### src/rtl/pipe_pkg.sv
// rtl/pipe_pkg.sv - shared state encoding and per-stage bundle widths for pipeline stage buffers
package pipe_pkg;

    typedef enum logic [1:0] {
        EMPTY = 2'd0,
        ONE   = 2'd1,
        TWO   = 2'd2
    } pipe_state_e;

    localparam int IF_ID_CTRL_W  = 1;
    localparam int IF_ID_DATA_W  = 64;
    localparam int ID_EX_CTRL_W  = 8;
    localparam int ID_EX_DATA_W  = 106;
    localparam int EX_MEM_CTRL_W = 8;
    localparam int EX_MEM_DATA_W = 69;
    localparam int MEM_WB_CTRL_W = 2;
    localparam int MEM_WB_DATA_W = 69;

    // Control bundle bit positions
    localparam int CTRL_REGWRITE = 0;
    localparam int CTRL_MEMTOREG = 1;
    localparam int CTRL_MEMREAD  = 2;
    localparam int CTRL_MEMWRITE = 3;
    localparam int CTRL_BRANCH   = 4;
    localparam int CTRL_ZERO     = 5;

endpackage

### src/rtl/pipe_entry.sv
// rtl/pipe_entry.sv - one ctrl/data storage slot with load and clear
module pipe_entry
    import pipe_pkg::*;
#(
    parameter int CTRL_W     = 8,
    parameter int DATA_W     = 69,
    parameter bit CLEAR_DATA = 1'b0
) (
    input  logic              clk,
    input  logic              rst,
    input  logic              load,
    input  logic              clr,
    input  logic [CTRL_W-1:0] ld_ctrl,
    input  logic [DATA_W-1:0] ld_data,
    output logic [CTRL_W-1:0] ctrl,
    output logic [DATA_W-1:0] data
);

    logic [CTRL_W-1:0] ctrl_d, ctrl_q;
    logic [DATA_W-1:0] data_d, data_q;

    // Clear wins over load so a bubble is never overwritten in the same cycle
    always_comb begin
        ctrl_d = ctrl_q;
        data_d = data_q;
        if (clr) begin
            ctrl_d = '0;
            if (CLEAR_DATA) data_d = '0;
        end else if (load) begin
            ctrl_d = ld_ctrl;
            data_d = ld_data;
        end
    end

    always_ff @(posedge clk or negedge rst) begin
        if (!rst) begin
            ctrl_q <= '0;
            data_q <= '0;
        end else begin
            ctrl_q <= ctrl_d;
            data_q <= data_d;
        end
    end

    assign ctrl = ctrl_q;
    assign data = data_q;

endmodule

### src/rtl/pipe_stage_buf.sv
// rtl/pipe_stage_buf.sv - pipeline stage register with two-entry skid buffer, flush and stall counter
module pipe_stage_buf
    import pipe_pkg::*;
#(
    parameter int CTRL_W     = 8,
    parameter int DATA_W     = 69,
    parameter bit CLEAR_DATA = 1'b0,
    parameter int CNT_W      = 16
) (
    input  logic              clk,
    input  logic              rst,
    input  logic              flush,
    input  logic              in_valid,
    output logic              in_ready,
    input  logic [CTRL_W-1:0] in_ctrl,
    input  logic [DATA_W-1:0] in_data,
    output logic              out_valid,
    input  logic              out_ready,
    output logic [CTRL_W-1:0] out_ctrl,
    output logic [DATA_W-1:0] out_data,
    output logic [CNT_W-1:0]  stall_cnt,
    input  logic              stall_clr
);

    pipe_state_e state_d, state_q;
    logic        in_ready_q, out_valid_q;
    logic        in_fire, out_fire;
    logic        main_load, main_from_skid, main_clr, skid_load, skid_clr;
    logic [CTRL_W-1:0] skid_ctrl, main_src_ctrl;
    logic [DATA_W-1:0] skid_data, main_src_data;
    logic [CNT_W-1:0]  cnt_d, cnt_q;

    assign in_fire  = in_valid & in_ready_q;
    assign out_fire = out_valid_q & out_ready;

    always_comb begin
        state_d        = state_q;
        main_load      = 1'b0;
        main_from_skid = 1'b0;
        main_clr       = 1'b0;
        skid_load      = 1'b0;
        skid_clr       = 1'b0;
        if (flush) begin
            state_d  = EMPTY;
            main_clr = 1'b1;
            skid_clr = 1'b1;
        end else begin
            case (state_q)
                EMPTY: if (in_fire) begin
                    main_load = 1'b1;
                    state_d   = ONE;
                end
                ONE: begin
                    if (in_fire && out_fire) begin
                        main_load = 1'b1;
                    end else if (in_fire) begin
                        skid_load = 1'b1;
                        state_d   = TWO;
                    end else if (out_fire) begin
                        main_clr = 1'b1;
                        state_d  = EMPTY;
                    end
                end
                TWO: if (out_fire) begin
                    main_load      = 1'b1;
                    main_from_skid = 1'b1;
                    state_d        = ONE;
                end
                default: state_d = EMPTY;
            endcase
        end
    end

    assign main_src_ctrl = main_from_skid ? skid_ctrl : in_ctrl;
    assign main_src_data = main_from_skid ? skid_data : in_data;

    // Handshake flags are registered alongside the state so in_ready never sees out_ready
    always_ff @(posedge clk or negedge rst) begin
        if (!rst) begin
            state_q     <= EMPTY;
            in_ready_q  <= 1'b1;
            out_valid_q <= 1'b0;
        end else begin
            state_q     <= state_d;
            in_ready_q  <= (state_d != TWO);
            out_valid_q <= (state_d != EMPTY);
        end
    end

    always_comb begin
        cnt_d = cnt_q;
        if (stall_clr) begin
            cnt_d = '0;
        end else if (out_valid_q && !out_ready && (cnt_q != {CNT_W{1'b1}})) begin
            cnt_d = cnt_q + 1'b1;
        end
    end

    always_ff @(posedge clk or negedge rst) begin
        if (!rst) cnt_q <= '0;
        else      cnt_q <= cnt_d;
    end

    pipe_entry #(.CTRL_W(CTRL_W), .DATA_W(DATA_W), .CLEAR_DATA(CLEAR_DATA)) u_main (
        .clk     (clk),
        .rst     (rst),
        .load    (main_load),
        .clr     (main_clr),
        .ld_ctrl (main_src_ctrl),
        .ld_data (main_src_data),
        .ctrl    (out_ctrl),
        .data    (out_data)
    );

    pipe_entry #(.CTRL_W(CTRL_W), .DATA_W(DATA_W), .CLEAR_DATA(CLEAR_DATA)) u_skid (
        .clk     (clk),
        .rst     (rst),
        .load    (skid_load),
        .clr     (skid_clr),
        .ld_ctrl (in_ctrl),
        .ld_data (in_data),
        .ctrl    (skid_ctrl),
        .data    (skid_data)
    );

    assign in_ready  = in_ready_q;
    assign out_valid = out_valid_q;
    assign stall_cnt = cnt_q;

endmodule

### config.mk
export PLATFORM = sky130hd
export DESIGN_NAME = pipe_stage_buf
export DESIGN_NICKNAME = d
export VERILOG_FILES = /design/src/rtl/pipe_pkg.sv /design/src/rtl/pipe_entry.sv /design/src/rtl/pipe_stage_buf.sv
export SDC_FILE = /design/constraint.sdc
export NUM_CORES = 1
export LEC_CHECK = 0
export ABC_AREA = 1
export BUFFER_PORTS_ARGS = -buffer_cell sky130_fd_sc_hd__buf_2
export CAP_MARGIN = 15
export CORE_MARGIN = 2
export CORE_UTILIZATION = 54
export CTS_CLUSTER_SIZE = 10
export DETAILED_ROUTE_END_ITERATION = 10
export PLACE_DENSITY = 0.8
export SKIP_LAST_GASP = 1
export SLEW_MARGIN = 20
export SYNTH_ARGS = -nofsm -noshare
export SYNTH_HDL_FRONTEND = slang
export SYNTH_SLANG_ARGS = --single-unit
### constraint.sdc
create_clock -name clk -period 1.7 [get_ports clk]
set_input_delay 0.34 -clock clk [delete_from_list [all_inputs] [get_ports clk]]
set_output_delay 0.34 -clock clk [all_outputs]
set_load 0.01 [all_outputs]
==> metrics.md <==
| Metric | Value |
|---|---|
| WHS | `between 0.15 and 0.2 ns` |
| Ys async rst share | `100%` |
| Post-Syn Instances | `957` |
| Top-count cell post-synth | `nand2_1` |
| Max-cap violations | `0` |
| H-tree Lvls | `4` |
| Fin area | `around 9700 µm²` |
| Setup-failing EPs final | `0` |
| Peak Freq | `~600 MHz` |
| Maximum clock insertion buffer count | `2` |
| Critical Path Start | `stall_cnt[0]` |
| Worst rel slew slack | `72.2%` |
| ANT nets after route | `0` |
| Place WS | `-0.184 ns` |
| Outcome | `completed` |
| DRC | `0` |
| Post-synth top cells | `316 x nand2_1, 173 x dfrtp_1, 135 x o21ai_0, 92 x inv_1, 55 x nor2_1` |
| Fin nets | `1222` |
| Share of cells above drive strength 1 | `22.9%` |
| Chip width | `around 120 µm` |
| Fin worst setup slack | `approximately 0.023 ns` |
| Drt first pass iters | `5` |
| Initial antenna violation count | `2` |
| Distinct cells, synth | `28` |
| Yosys warning total | `0` |
| Area Growth Syn to Fin | `23.6%` |
| Crit-path cells | `ha_1 -> inv_2 -> nor2_4 -> nand2_2 -> nor2_4 -> buf_4 -> o21ai_4 -> clkinv_2 -> nand2_1 -> nand2_1` |
| Ys flop type | `dfrtp_1` |
| Global route overflow | `0` |
| Drt total wl | `roughly 18000 µm` |
| Worst path slowest cell | `dfrtp_1` |
| Area leader, netlist | `dfrtp_1` |
| Routability cong. | `between 0.8 and 0.9` |
| Via count | `just under 7000` |
| Clock Sinks | `174` |
| Largest net degree at the start of global routing | `roughly 110` |
| Worst Reg-to-Reg Cells | `10` |
| I/O Buffers | `approximately 180` |
| Die area | `about 15000 µm²` |
| Hold Crit Class | `in -> reg` |
| CP Capture Type | `register` |
| Worst skew pair latency | `approximately 0.43 ns` |
| Total Routing Usage GR | `a little under a quarter` |
| Worst-Margin Slew | `0.417 ns` |
| Worst reg2reg path startpoint | `stall_cnt[0]` |
| Skew final | `0.00944 ns` |
| Synth top area share | `a little under three fifths` |
| Worst-path maximum fanout | `7` |
| Number of flops mapped to enable cells by yosys | `0` |
| Worst hold start | `in_data[68]` |
| Fin crit period | `1.68 ns` |
| Vias in the first global route | `6390` |
| CP Launch Type | `register` |
| Avg Cell Area, Syn | `~8 µm²` |
| DP HPWL | `between 10000 and 15000 µm` |
| Peak supply drop | `0.000830 V` |
| Cell count after placement | `around 1300` |
| Placed Area | `9050 µm²` |
| Row count | `between 40 and 50` |
| Syn Std Cell Area | `roughly 7800 µm²` |
| RSZ-0062 raised after global routing | `yes` |
| Final hold violations | `0` |
| Post-synthesis sequential area ratio | `roughly 56%` |
| Finished Core Util | `67.4%` |
| Max-slew violations | `0` |
| P_leak | `approximately 5.4 nW` |
| Layout Cells excl Fill | `~1300` |
| Crit path DAT | `1.99 ns` |
| Core ar. | `14400 µm²` |
| Initial Util | `~55%` |
| R2R Path End | `stall_cnt[11]` |
| WHS Endpoint | `u_skid.data[68]` |
| Initial detailed-routing violation count | `~550` |
| R2r setup slk | `roughly 0.023 ns` |
| Avg WL per Cell | `13.4 µm` |
| Ports | `about 180` |
| Critical Path RT | `between 2 and 2.5 ns` |
| Fillcell total | `1185` |
| Largest cells by area after synthesis | `dfrtp_1 55%, nand2_1 15%, o21ai_0 8.6%` |
| Clock slew at reported path FFs | `approximately 0.070 ns` |
| Total CTS buffers | `17` |
| CTS Root Cell | `clkbuf_16` |
| Final worst path period share | `between 90 and 100%` |
| Wire length of the first global-routing pass | `~29000 µm` |
| Post-Syn Nets | `roughly 1000` |
| Die Span Y | `between 100 and 150 µm` |
| CTS tree | `yes` |
| Yosys reg bits | `around 170` |
| CP peak stage delay | `0.38 ns` |
| Vias per cell | `between 5 and 6` |
| Crit path kind | `reg -> reg` |
| Hold Path Cell Cnt | `3` |
| Pwr/cell area | `1310 nW/µm²` |
## registers in the layout, indices dropped and copies added (netlist names)
| signal | flops |
|---|---|
| stall_cnt | 16 |
| u_skid.data | 69 |
| in_ready | 1 |
| u_main.data | 69 |
| u_skid.ctrl | 8 |
| out_valid | 1 |
| u_main.ctrl | 8 |
| state_q | 2 |
## power breakdown
| group | internal, mW | total, mW | switching (mW) |
|---|---|---|---|
| clock network | 2.29 | 3.94 | 1.65 |
| registers | 5.42 | 6.02 | 0.603 |
| logic | 1.11 | 2.69 | 1.58 |
## logic make-up after synthesis
| logic type | count (synthesis) | share of synthesized area [%] |
|---|---|---|
| simple gates | 419 | 21.5 |
| compound gates | 208 | 13.6 |
| flops | 174 | 55.6 |
| buf+inv | 149 | 8.42 |
| xor+xnor | 6 | 0.671 |
| fa+ha+maj | 1 | 0.160 |
## cells in the final DEF, fill, tap and decap left out, drive strengths merged, types with 2 or more instances in the layout
cell type	count
nand2	319
buf	214
dfrtp	173
o21ai	169
inv	96
nor2	59
a21oi	34
nand4	20
nand3	20
clkbuf	20
clkinv	8
xor2	5
o21bai	4
bufinv	2
clkinvlp	2
## per-stage QoR
stage | total power [mW] | TNS, ns
global route | 13.4 | -0.152
global placement | 8.62 | -1.16
floorplan | 7.58 | 0
CTS | 12.7 | 0
finish | 12.7 | 0
detailed placement | 8.77 | -1.64
## worst max path at each step
stage / endpoint / slack [ns] / cells after the start
2_1_floorplan: stall_cnt[12] / 0.09 / 10
3_3_place_gp: stall_cnt[12] / -0.11 / 8
3_5_place_dp: stall_cnt[10] / -0.18 / 8
4_1_cts: stall_cnt[10] / 0.04 / 8
5_1_grt: stall_cnt[11] / -0.04 / 10
6_report: stall_cnt[11] / 0.02 / 10
## repair_timing
action | 4_1_cts | 5_1_grt
gates cloned | 0 | 1
hold endpoints to repair | 32 | 0
pin swaps | 0 | 0
resized for setup | 2 | 3
endpoints found under the setup margin | 12 | 35
hold buffers | 1 | 0
buffers inserted | 0 | 0
## final cells by class
type	count	area [µm²]	share of cell area, %
Antenna cell	1	2.50	0.0258
Inverter	95	363	3.75
Sequential cell	174	4360	45.0
Multi-Input combinational cell	634	2850	29.4
Clock buffer	20	467	4.82
Tap cell	184	230	2.38
Clock inverter	12	134	1.38
Timing Repair Buffer	215	1280	13.2
Timing Repair inverter	1	5.00	0.0517
## routing by layer
layer / vias up / share of wire (%) / track usage (%)
met5: - / 0.073 / 0
met4: 2 / 1.7 / 8.20
li1: 3397 / - / -
met2: 226 / 48 / 37.7
met3: 34 / 6.4 / 6.62
met1: 3176 / 43 / 30.1
## worst max-delay path, delay by kind of cell (launching register included)
kind	cells	cell delay, ns
buffers and inverters	3	0.41
flip-flops	1	0.38
AND/OR/NAND/NOR	5	0.37
adder cells (fa/ha/maj)	1	0.22
AO/OA/AOI/OAI	1	0.19
Note: power is estimated with default switching activity, not from simulation.
